### config.mk
export PLATFORM = sky130hd
export DESIGN_NAME = grf_write_arbiter
export DESIGN_NICKNAME = d
export VERILOG_FILES = /design/src/rtl/grf_write_arbiter.sv
export SDC_FILE = /design/constraint.sdc
export NUM_CORES = 1
export LEC_CHECK = 0
export ABC_AREA = 1
export CELL_PAD_IN_SITES_DETAIL_PLACEMENT = 1
export CELL_PAD_IN_SITES_GLOBAL_PLACEMENT = 1
export CORE_MARGIN = 2
export CORE_UTILIZATION = 35
export DETAILED_ROUTE_END_ITERATION = 8
export PLACE_DENSITY = 0.79
export SYNTH_ARGS = -nofsm -noshare
export SYNTH_HDL_FRONTEND = slang
export SYNTH_SLANG_ARGS = --single-unit
### constraint.sdc
create_clock -name clk -period 2 [get_ports clk]
set_input_delay 0.3 -clock clk [delete_from_list [all_inputs] [get_ports clk]]
set_output_delay 0.3 -clock clk [all_outputs]
set_load 0.02 [all_outputs]
### src/rtl/grf_write_arbiter.sv
// grf_write_arbiter
//   Merges the pipeline write-back stream and a long-latency unit stream
//   (mult/div results, bus loads) onto the single register-file write port.
//   Write-back always wins. Long-latency writes that cannot issue directly
//   wait in a DEPTH-entry FIFO. Write-backs invalidate any queued writes to
//   the same register. Pending flags let decode stall on a queued target.
// Ports
//   clk, reset                     clock, async active-low reset
//   wb_we/wb_addr/wb_data/wb_pc    write-back stage request
//   md_req/md_addr/md_data/md_pc   long-latency request, md_ack = accepted
//   grf_we/grf_a3/grf_wd/grf_pc    register file write port
//   rd_a1/rd_a2 -> pend_a1/pend_a2 decode source regs with queued writes
//   q_full/q_busy                  queue full / queue holds a valid entry

// One queue slot: holds the write and does its own kill and hazard compares.
module grf_wq_entry (
  input  logic        clk,
  input  logic        reset,
  input  logic        set,
  input  logic        clr,
  input  logic        kill_en,
  input  logic [4:0]  kill_addr,
  input  logic [4:0]  in_addr,
  input  logic [31:0] in_data,
  input  logic [31:0] in_pc,
  input  logic [4:0]  rd_a1,
  input  logic [4:0]  rd_a2,
  output logic        vld,
  output logic [4:0]  addr,
  output logic [31:0] data,
  output logic [31:0] pc,
  output logic        hit1,
  output logic        hit2
);
  always_ff @(posedge clk or negedge reset) begin
    if (!reset) begin
      vld  <= 1'b0;
      addr <= '0;
      data <= '0;
      pc   <= '0;
    end else if (set) begin
      // A slot being written this edge is a newer write than the
      // write-back, so it is kept valid even on an address match.
      vld  <= 1'b1;
      addr <= in_addr;
      data <= in_data;
      pc   <= in_pc;
    end else if (clr || (kill_en && addr == kill_addr)) begin
      vld  <= 1'b0;
    end
  end

  assign hit1 = vld && (addr == rd_a1);
  assign hit2 = vld && (addr == rd_a2);
endmodule

module grf_write_arbiter #(
  parameter int DEPTH = 2
) (
  input  logic        clk,
  input  logic        reset,
  input  logic        wb_we,
  input  logic [4:0]  wb_addr,
  input  logic [31:0] wb_data,
  input  logic [31:0] wb_pc,
  input  logic        md_req,
  input  logic [4:0]  md_addr,
  input  logic [31:0] md_data,
  input  logic [31:0] md_pc,
  output logic        md_ack,
  output logic        grf_we,
  output logic [4:0]  grf_a3,
  output logic [31:0] grf_wd,
  output logic [31:0] grf_pc,
  input  logic [4:0]  rd_a1,
  input  logic [4:0]  rd_a2,
  output logic        pend_a1,
  output logic        pend_a2,
  output logic        q_full,
  output logic        q_busy
);
  localparam int PW = $clog2(DEPTH);
  localparam int CW = $clog2(DEPTH + 1);

  logic [PW-1:0] wr_ptr, rd_ptr;
  logic [CW-1:0] cnt;

  logic [DEPTH-1:0]       e_vld, e_set, e_clr, e_hit1, e_hit2;
  logic [DEPTH-1:0][4:0]  e_addr;
  logic [DEPTH-1:0][31:0] e_data, e_pc;

  logic wb_act, md_nz, q_empty, has_room, direct, enq, pop;

  assign wb_act   = wb_we && (wb_addr != 5'd0);
  assign md_nz    = md_req && (md_addr != 5'd0);
  assign q_empty  = (cnt == '0);
  // Room is judged on current occupancy only; a same-cycle pop does not count.
  assign has_room = (cnt < CW'(DEPTH));
  assign direct   = !wb_act && q_empty && md_nz;
  assign enq      = md_nz && has_room && !direct;
  // Idle write-back pops the head whether or not it was killed.
  assign pop      = !wb_act && !q_empty;

  assign md_ack = reset && md_req && ((md_addr == 5'd0) || has_room);

  genvar i;
  generate
    for (i = 0; i < DEPTH; i++) begin : g_ent
      assign e_set[i] = enq && (wr_ptr == PW'(i));
      assign e_clr[i] = pop && (rd_ptr == PW'(i));
      grf_wq_entry u_ent (
        .clk       (clk),
        .reset     (reset),
        .set       (e_set[i]),
        .clr       (e_clr[i]),
        .kill_en   (wb_act),
        .kill_addr (wb_addr),
        .in_addr   (md_addr),
        .in_data   (md_data),
        .in_pc     (md_pc),
        .rd_a1     (rd_a1),
        .rd_a2     (rd_a2),
        .vld       (e_vld[i]),
        .addr      (e_addr[i]),
        .data      (e_data[i]),
        .pc        (e_pc[i]),
        .hit1      (e_hit1[i]),
        .hit2      (e_hit2[i])
      );
    end
  endgenerate

  always_ff @(posedge clk or negedge reset) begin
    if (!reset) begin
      wr_ptr <= '0;
      rd_ptr <= '0;
      cnt    <= '0;
    end else begin
      if (enq) wr_ptr <= (wr_ptr == PW'(DEPTH - 1)) ? '0 : wr_ptr + 1'b1;
      if (pop) rd_ptr <= (rd_ptr == PW'(DEPTH - 1)) ? '0 : rd_ptr + 1'b1;
      if (enq && !pop)      cnt <= cnt + 1'b1;
      else if (pop && !enq) cnt <= cnt - 1'b1;
    end
  end

  always_comb begin
    grf_we = 1'b0;
    grf_a3 = '0;
    grf_wd = '0;
    grf_pc = '0;
    if (reset) begin
      if (wb_act) begin
        grf_we = 1'b1;
        grf_a3 = wb_addr;
        grf_wd = wb_data;
        grf_pc = wb_pc;
      end else if (direct) begin
        grf_we = 1'b1;
        grf_a3 = md_addr;
        grf_wd = md_data;
        grf_pc = md_pc;
      end else if (pop && e_vld[rd_ptr]) begin
        grf_we = 1'b1;
        grf_a3 = e_addr[rd_ptr];
        grf_wd = e_data[rd_ptr];
        grf_pc = e_pc[rd_ptr];
      end
    end
  end

  assign pend_a1 = reset && (rd_a1 != 5'd0) && (|e_hit1);
  assign pend_a2 = reset && (rd_a2 != 5'd0) && (|e_hit2);
  assign q_full  = reset && (cnt == CW'(DEPTH));
  assign q_busy  = reset && (|e_vld);
endmodule

==> flow_summary_export.csv, run 1 <==
group,metric,value,unit
sta,timing_hold_violations_final,0,
sta,rsz0062_at_grt,"true",
power,p_sw,9.300,mW
floorplanning,die_h,164.7,µm
run,max_cap_violations,0,
yosys,yosysSeqAreaShare,39.86,%
global_route,gr-usage-all-layers,29.16,%
finish,areaGrowthSynthToFinish,67.56,%
sta,hold_ws,24.57,ps
power,internal-power,10.94,mW
finish,utilization,59.98,%
yosys,yosysWarnings,0,
worst_setup_path,reg2reg_slack,-30,ps
floorplanning,rows,58,
sta,setup_viol,210,
finish,finalInstanceArea,15150,µm²
yosys,yosysTopAreaCell,"dfrtp_1",
drt,postRouteAntennaNets,0,
yosys,netlist.area_leader.share,39.86,%
sta,slew_violations,0,
global_route,grt_pass1_wl,61140,µm
worst_setup_path,cp_max_fo,8,
power,seqPwrFrac,25.9,%
finish,layout_commonest_cell,"nand2_1",
global_route,gr-total-overflow,0,
global_route,grt_max_degree,72,
drt,routed_wl,49400,µm
floorplanning,start_util,35.80,%
yosys,synthAdderAreaFrac,0.1384,%
place,detailed_place_hpwl,24240,µm
yosys,synth_cells,1371,
power,share_clk_of_total_power,16.2,%
worst_setup_path,arrival,2170,ps
clock_network,clockBufferDepth,2,
yosys,syn_avg_cell_area,6.594,µm²
place,place_inst,1989,
drt,drt_iter0_markers,822,
clock_network,cts_buffers,17,
finish,fin_cells,2092,
yosys,synthSimpleGateAreaFrac,38.75,%
finish,final_cell_mix,"455 x nand2_1, 202 x buf_4, 150 x nand3_1, 138 x dfrtp_1, 138 x clkdlybuf4s50_1",
yosys,synth.distinct_cells,25,
clock_network,path_clk_slew,70,ps
yosys,netlist_area,9040,µm²
yosys,synth_area_leaders,"dfrtp_1 40%, nand2_1 21%, nand3_1 8.5%",
worst_setup_path,cp.required,1700,ps
yosys,synth_compound_area_share,7.349,%
finish,fillers,3080,
floorplanning,die_area,27130,µm²
clock_network,insertion_delay,450,ps
sta,timing.fmax,405.0,MHz
worst_setup_path,end_kind,"output port",
sta,fin_crit_sh,123.5,%
finish,layout-drive-gt1-share,27.73,%
global_route,antenna_found_initial,2,
yosys,synth_xor_area_share,1.647,%
drt,wl_per_cell,23.61,µm
run_status,run_status,"finished, violations left",
worst_setup_path,crit_type,"register to output port",
yosys,ys_ff_latch,144,
clock_network,cts_tree,"yes",
yosys,synth_top_family_by_area,"simple AND/OR/NAND/NOR gates",
sta,relSlewSlack,65.65,%
sta,clock_skew,7.247,ps
drt,num_vias,11830,
sta,fin_ws,-469.2,ps
clock_network,clockRootBuffer,"clkbuf_16",
power,total_leakage_power,7.753,nW
floorplanning,io_pins,227,
power,vdd_ir_drop_max,0.5955,mV
place,placedInstanceArea,12820,µm²
power,p_per_area,1336,nW/µm²
floorplanning,die_w,164.7,µm
clock_network,htree_levels,4,
drt,first_pass_iters,5,
place,gp_congestion,0.9048,
worst_setup_path,cp-start-kind,"register",
run_status,violations,"negative setup slack",
worst_hold_path,hp-class,"input pin to asynchronous set/reset pin",
worst_setup_path,crit_start,"rd_ptr",
finish,nets,1901,
global_route,first_global_vias,11420,
yosys,syn-num-nets,1524,
yosys,yosys-mux-area-fraction,3.875,%
place,io_buffers,226,
sta,period_minus_slack,2469,ps
drt,viasPerCell,5.656,
sta,worst_pin_slew,513.6,ps
power,combPwrFrac,57.9,%
drt,drc_errors,0,
clock_network,clock_sinks,144,
floorplanning,core,25250,µm²
worst_setup_path,reg2reg_from,"cnt[1]",
power,swShare,45.95,%
[timing repair]
action                                  in CTS  in global routing
pin swaps                                   90                 59
buffers inserted                            15                 21
hold endpoints to repair                    11                  0
gates resized for setup                    471                197
gates cloned                                10                 23
hold buffers                                 3                  0
endpoints found under the setup margin      75                196
[kinds of logic (layout without fill, tap and decap cells)]
| logic type | after synthesis | in the layout |
|---|---|---|
| and+or+nand+nor | 854 | 855 |
| xor gates and xnor gates | 17 | 17 |
| DFF | 144 | 144 |
| buffers and inverters | 191 | 579 |
| adders and majority gates | 1 | 1 |
| muxes | 35 | 35 |
| other | 0 | 2 |
| AOI/OAI and AO/OA | 129 | 129 |
[synth_stat cells (all sizes together)]
cell    count
nand2     496
nor2      166
nand3     154
dfrtp     144
o21ai     110
inv        90
clkbuf     65
buf        35
mux2i      35
nand4      34
xor2       12
a21oi       9
o22ai       8
xnor2       5
nor3        3
o31ai       2
clkinv      1
ha          1
nand3b      1
[state kept, by name, summed over array words and instances, names as in the netlist]
signal,cells
g_ent.u_ent.data,64
g_ent.u_ent.pc,64
g_ent.u_ent.addr,10
cnt,2
g_ent.u_ent.vld,2
rd_ptr,1
wr_ptr,1
[per-layer routing]
layer,wire (µm),global-route usage (%),up-vias,share of wire (%)
li1,-,-,5150,-
met1,18910,36.64,5817,38
met2,24000,50.74,666,49
met3,3869,5.726,200,7.8
met4,2629,8.617,0,5.3
met5,0,0,-,0
[worst paths after layout]
kind / endpoint / cells past startpoint
setup reg to reg: g_ent[0].u_ent.addr[4] / 9
hold / removal: g_ent[1].u_ent.data[2] / 2
setup / recovery: grf_pc[21] / 9
min in group clk: g_ent[0].u_ent.addr[0] / 4
max in group asynchronous: g_ent[1].u_ent.data[26] / 3
hold reg to reg: g_ent[0].u_ent.data[19] / 2
[power by group through the flow]
stage / logic (mW) / registers [mW] / clock network, mW
floorplan: 4.80 / 4.82 / 0
finish: 11.7 / 5.24 / 3.28
global placement: 7.94 / 4.97 / 0
detailed placement: 8.19 / 5.04 / 0
global route: 12.3 / 5.36 / 3.40
CTS: 9.54 / 5.05 / 3.22
[layout make-up]
cell class              instances  area, µm²  share of cell area (%)
well taps                     330      412.9                   2.726
diodes                          2      5.005                 0.03304
flip-flops and latches        144       3613                   23.86
clock inverters                12      135.1                  0.8921
repair buffers                457       4898                   32.34
clock buffers                  19      442.9                   2.924
multi-input cells            1037       5290                   34.92
inverters                      91      349.1                   2.305
[per-stage QoR]
stage / TNS, ps / setup slack, ps / total power, mW
CTS: -22240 / -392.8 / 17.81
detailed placement: -88900 / -819.0 / 13.23
global route: -42650 / -541.8 / 21.04
floorplan: 0 / 91.93 / 9.618
global placement: -82910 / -764.9 / 12.90
finish: -36790 / -469.2 / 20.24
[critical path, stage by stage (launching register included)]
cell     delay [ps]
dfrtp_4         510
nor2_1          200
nor2_4           80
nand3_4         130
buf_6           160
buf_16          150
nor2_2           60
nor2_1          210
nor2_1           70
buf_4           160
Note: power is estimated with default switching activity, not from simulation.
==> run 2, diff against run 1 <==
Settings changed: ABC_AREA 1 to unset, CORE_UTILIZATION 35 to 39, PLACE_DENSITY 0.79 to 0.78.
==> flow_summary_export.csv, run 2 <==
group,metric,value,unit
run_status,run_status,"finished, violations left",
run_status,violations,"negative setup slack",
yosys,yosys.cell_count.top_type,"dfrtp_1",
finish,multi_input_area,6042,µm²
sta,timing_hold_violations_final,0,
worst_setup_path,reg2reg_slack,-160,ps
sta,clock_skew,9.532,ps
global_route,antenna_found_initial,3,
yosys,synth_edf_count,0,
clock_network,cts_tree,"yes",
yosys,syn-num-nets,904,
floorplanning,io_pins,227,
clock_network,clockRootBuffer,"clkbuf_16",
yosys,yosysWarnings,0,
clock_network,insertion_delay,450,ps
sta,worst_pin_slew,1070,ps
run,max_cap_violations,0,
global_route,grt_pass1_wl,70960,µm
place,gp_congestion,0.7857,
yosys,netlist.area_leader.share,40.56,%
power,p_per_area,1413,nW/µm²
sta,hold_ws,46.68,ps
worst_setup_path,reg2reg_from,"cnt[1]",
floorplanning,die_area,24000,µm²
worst_setup_path,crit_start,"rd_ptr",
sta,fin_crit_sh,139.7,%
clock_network,clock_sinks,144,
floorplanning,rows,55,
worst_setup_path,cp-start-kind,"register",
place,detailed_place_hpwl,21350,µm
clock_network,path_clk_slew,80,ps
drt,drt_iter0_markers,680,
clock_network,htree_levels,4,
worst_setup_path,cp.required,1700,ps
sta,relSlewSlack,28.45,%
finish,nets,1322,
sta,period_minus_slack,2794,ps
yosys,yosysTopAreaCell,"dfrtp_1",
worst_setup_path,reg2reg_to,"g_ent[0].u_ent.data[25]",
yosys,ys_ff_latch,144,
sta,slew_violations,0,
sta,setup_viol,217,
worst_setup_path,cp_max_fo,8,
drt,drc_errors,0,
floorplanning,core,22500,µm²
yosys,synth.distinct_cells,40,
worst_setup_path,end_kind,"output port",
yosys,synthArstFlopShare,100.0,%
yosys,yosysSeqAreaShare,40.56,%
place,io_buffers,226,
finish,areaGrowthSynthToFinish,79.48,%
sta,rsz0062_at_grt,"true",
finish,seq_area,3611,µm²
yosys,synth_area_leaders,"dfrtp_1 41%, mux2_4 23%, mux2_2 8.6%",
global_route,gr-usage-all-layers,40.29,%
floorplanning,die_h,154.9,µm
power,vdd_ir_drop_max,0.8705,mV
global_route,gr-total-overflow,0,
finish,reg.largest.list,"g_ent.u_ent.data (64), g_ent.u_ent.pc (64), g_ent.u_ent.addr (10)",
clock_network,cts_buffers,17,
finish,final_cell_mix,"170 x buf_4, 144 x mux2_4, 140 x dfrtp_1, 140 x clkdlybuf4s50_1, 71 x o21ai_0",
yosys,synthTopCellsByCount,"144 x dfrtp_1, 138 x mux2_4, 72 x o21ai_0, 68 x mux2_2, 68 x nor3_1",
sta,setup_tns,-69000,ps
drt,viasPerCell,6.364,
drt,first_pass_iters,5,
sta,timing.fmax,357.9,MHz
finish,layout_commonest_cell,"buf_4",
yosys,netlist_area,8885,µm²
floorplanning,start_util,39.48,%
drt,wl_per_cell,35.79,µm
global_route,first_global_vias,10470,
global_route,grt_max_degree,33,
worst_setup_path,endpoint,"grf_wd[26]",
drt,num_vias,9342,
yosys,syn_avg_cell_area,11.83,µm²
worst_setup_path,crit_type,"register to output port",
worst_hold_path,hp-class,"input pin to asynchronous set/reset pin",
sta,fin_ws,-794.2,ps
drt,postRouteAntennaNets,0,
yosys,ys.flop_type,"dfrtp_1",
yosys,synth_cells,751,
finish,fillers,2055,
worst_setup_path,arrival,2490,ps
drt,routed_wl,52540,µm
floorplanning,die_w,154.9,µm
clock_network,clockBufferDepth,2,
finish,layout-drive-gt1-share,62.18,%
worst_setup_path,r2r_cells,7,
power,total_leakage_power,6.742,nW
-- run 2: routing by layer --
layer	routed length [µm]	global-route usage [%]	vias up
met5	28	0	-
met4	4211	25.44	4
met3	3788	9.610	296
met2	25990	71.03	643
met1	18520	43.51	4758
li1	-	-	3641
-- run 2: report_power, final --
part	switching (mW)	internal [mW]	total [mW]	leakage, nW
registers	1.44	4.43	5.87	1.71
clock network	1.62	2.01	3.63	0.301
logic	5.92	7.12	13.0	4.73
-- run 2: final cells by class --
| cell class | count | area share (%) |
|---|---|---|
| clock buffers | 17 | 2.668 |
| diodes | 1 | 0.01569 |
| multi-input cells | 535 | 37.89 |
| flip-flops and latches | 144 | 22.64 |
| clock inverters | 15 | 1.255 |
| well taps | 285 | 2.236 |
| repair buffers | 469 | 33.24 |
| inverters | 2 | 0.04708 |
-- run 2: worst max-delay path, stage by stage (launching register included) --
cell      delay [ps]
dfrtp_4          500
buf_4            150
buf_12           140
buf_6            130
buf_16           150
buf_12           130
mux2_2           290
a211oi_2         290
nor3_2            80
buf_4            180
-- run 2: worst min path at each step --
stage          startpoint                      end  slack [ps]  depth (start not counted)
6_report            reset    g_ent[1].u_ent.pc[14]          50                          3
3_5_place_dp        reset  g_ent[1].u_ent.data[25]         310                          2
5_1_grt             reset    g_ent[1].u_ent.pc[14]          60                          3
3_3_place_gp        reset  g_ent[0].u_ent.data[25]         310                          2
2_1_floorplan       reset                   cnt[0]           4                          0
4_1_cts             reset   g_ent[0].u_ent.addr[2]          30                          3
-- run 2: cell families (layout without fill, tap and decap cells) --
logic type / after synthesis / after routing / synth area share [%]
multiplexers: 207 / 207 / 32.05
AO/OA/AOI/OAI: 159 / 161 / 12.14
flip-flops: 144 / 144 / 40.56
AND/OR/NAND/NOR: 132 / 132 / 7.154
buffers and inverters: 74 / 503 / 4.605
XOR/XNOR: 34 / 34 / 3.352
adder cells (fa/ha/maj): 1 / 1 / 0.1408
other: 0 / 1 / 0
-- run 2: timing repair --
action | in CTS | in global routing
gates resized for setup | 573 | 60
pin swaps | 57 | 40
hold buffers | 4 | 0
endpoints found under the setup margin | 218 | 216
hold endpoints to repair | 35 | 0
cloned | 27 | 6
buffers inserted | 63 | 14
-- run 2: through the flow --
step	cells	cell area, µm²	util (%)	power, mW	worst slack (ps)
final	1468	15950	70.86	22.54	-794.2
after global placement	1333	12990	57.73	13.76	-1183
after CTS	1458	15630	69.44	20.50	-614.2
after detailed placement	1333	12990	57.73	14.17	-1212
after floorplan	751	9433	-	11.29	-108.5
after global routing	1468	15950	70.86	22.95	-819.3
==> run 3, diff against run 2 <==
Settings changed: ABC_AREA set to 0.
==> results of run 3 <==
No change in the layout: final DEF, timing and power equal those of run 2.
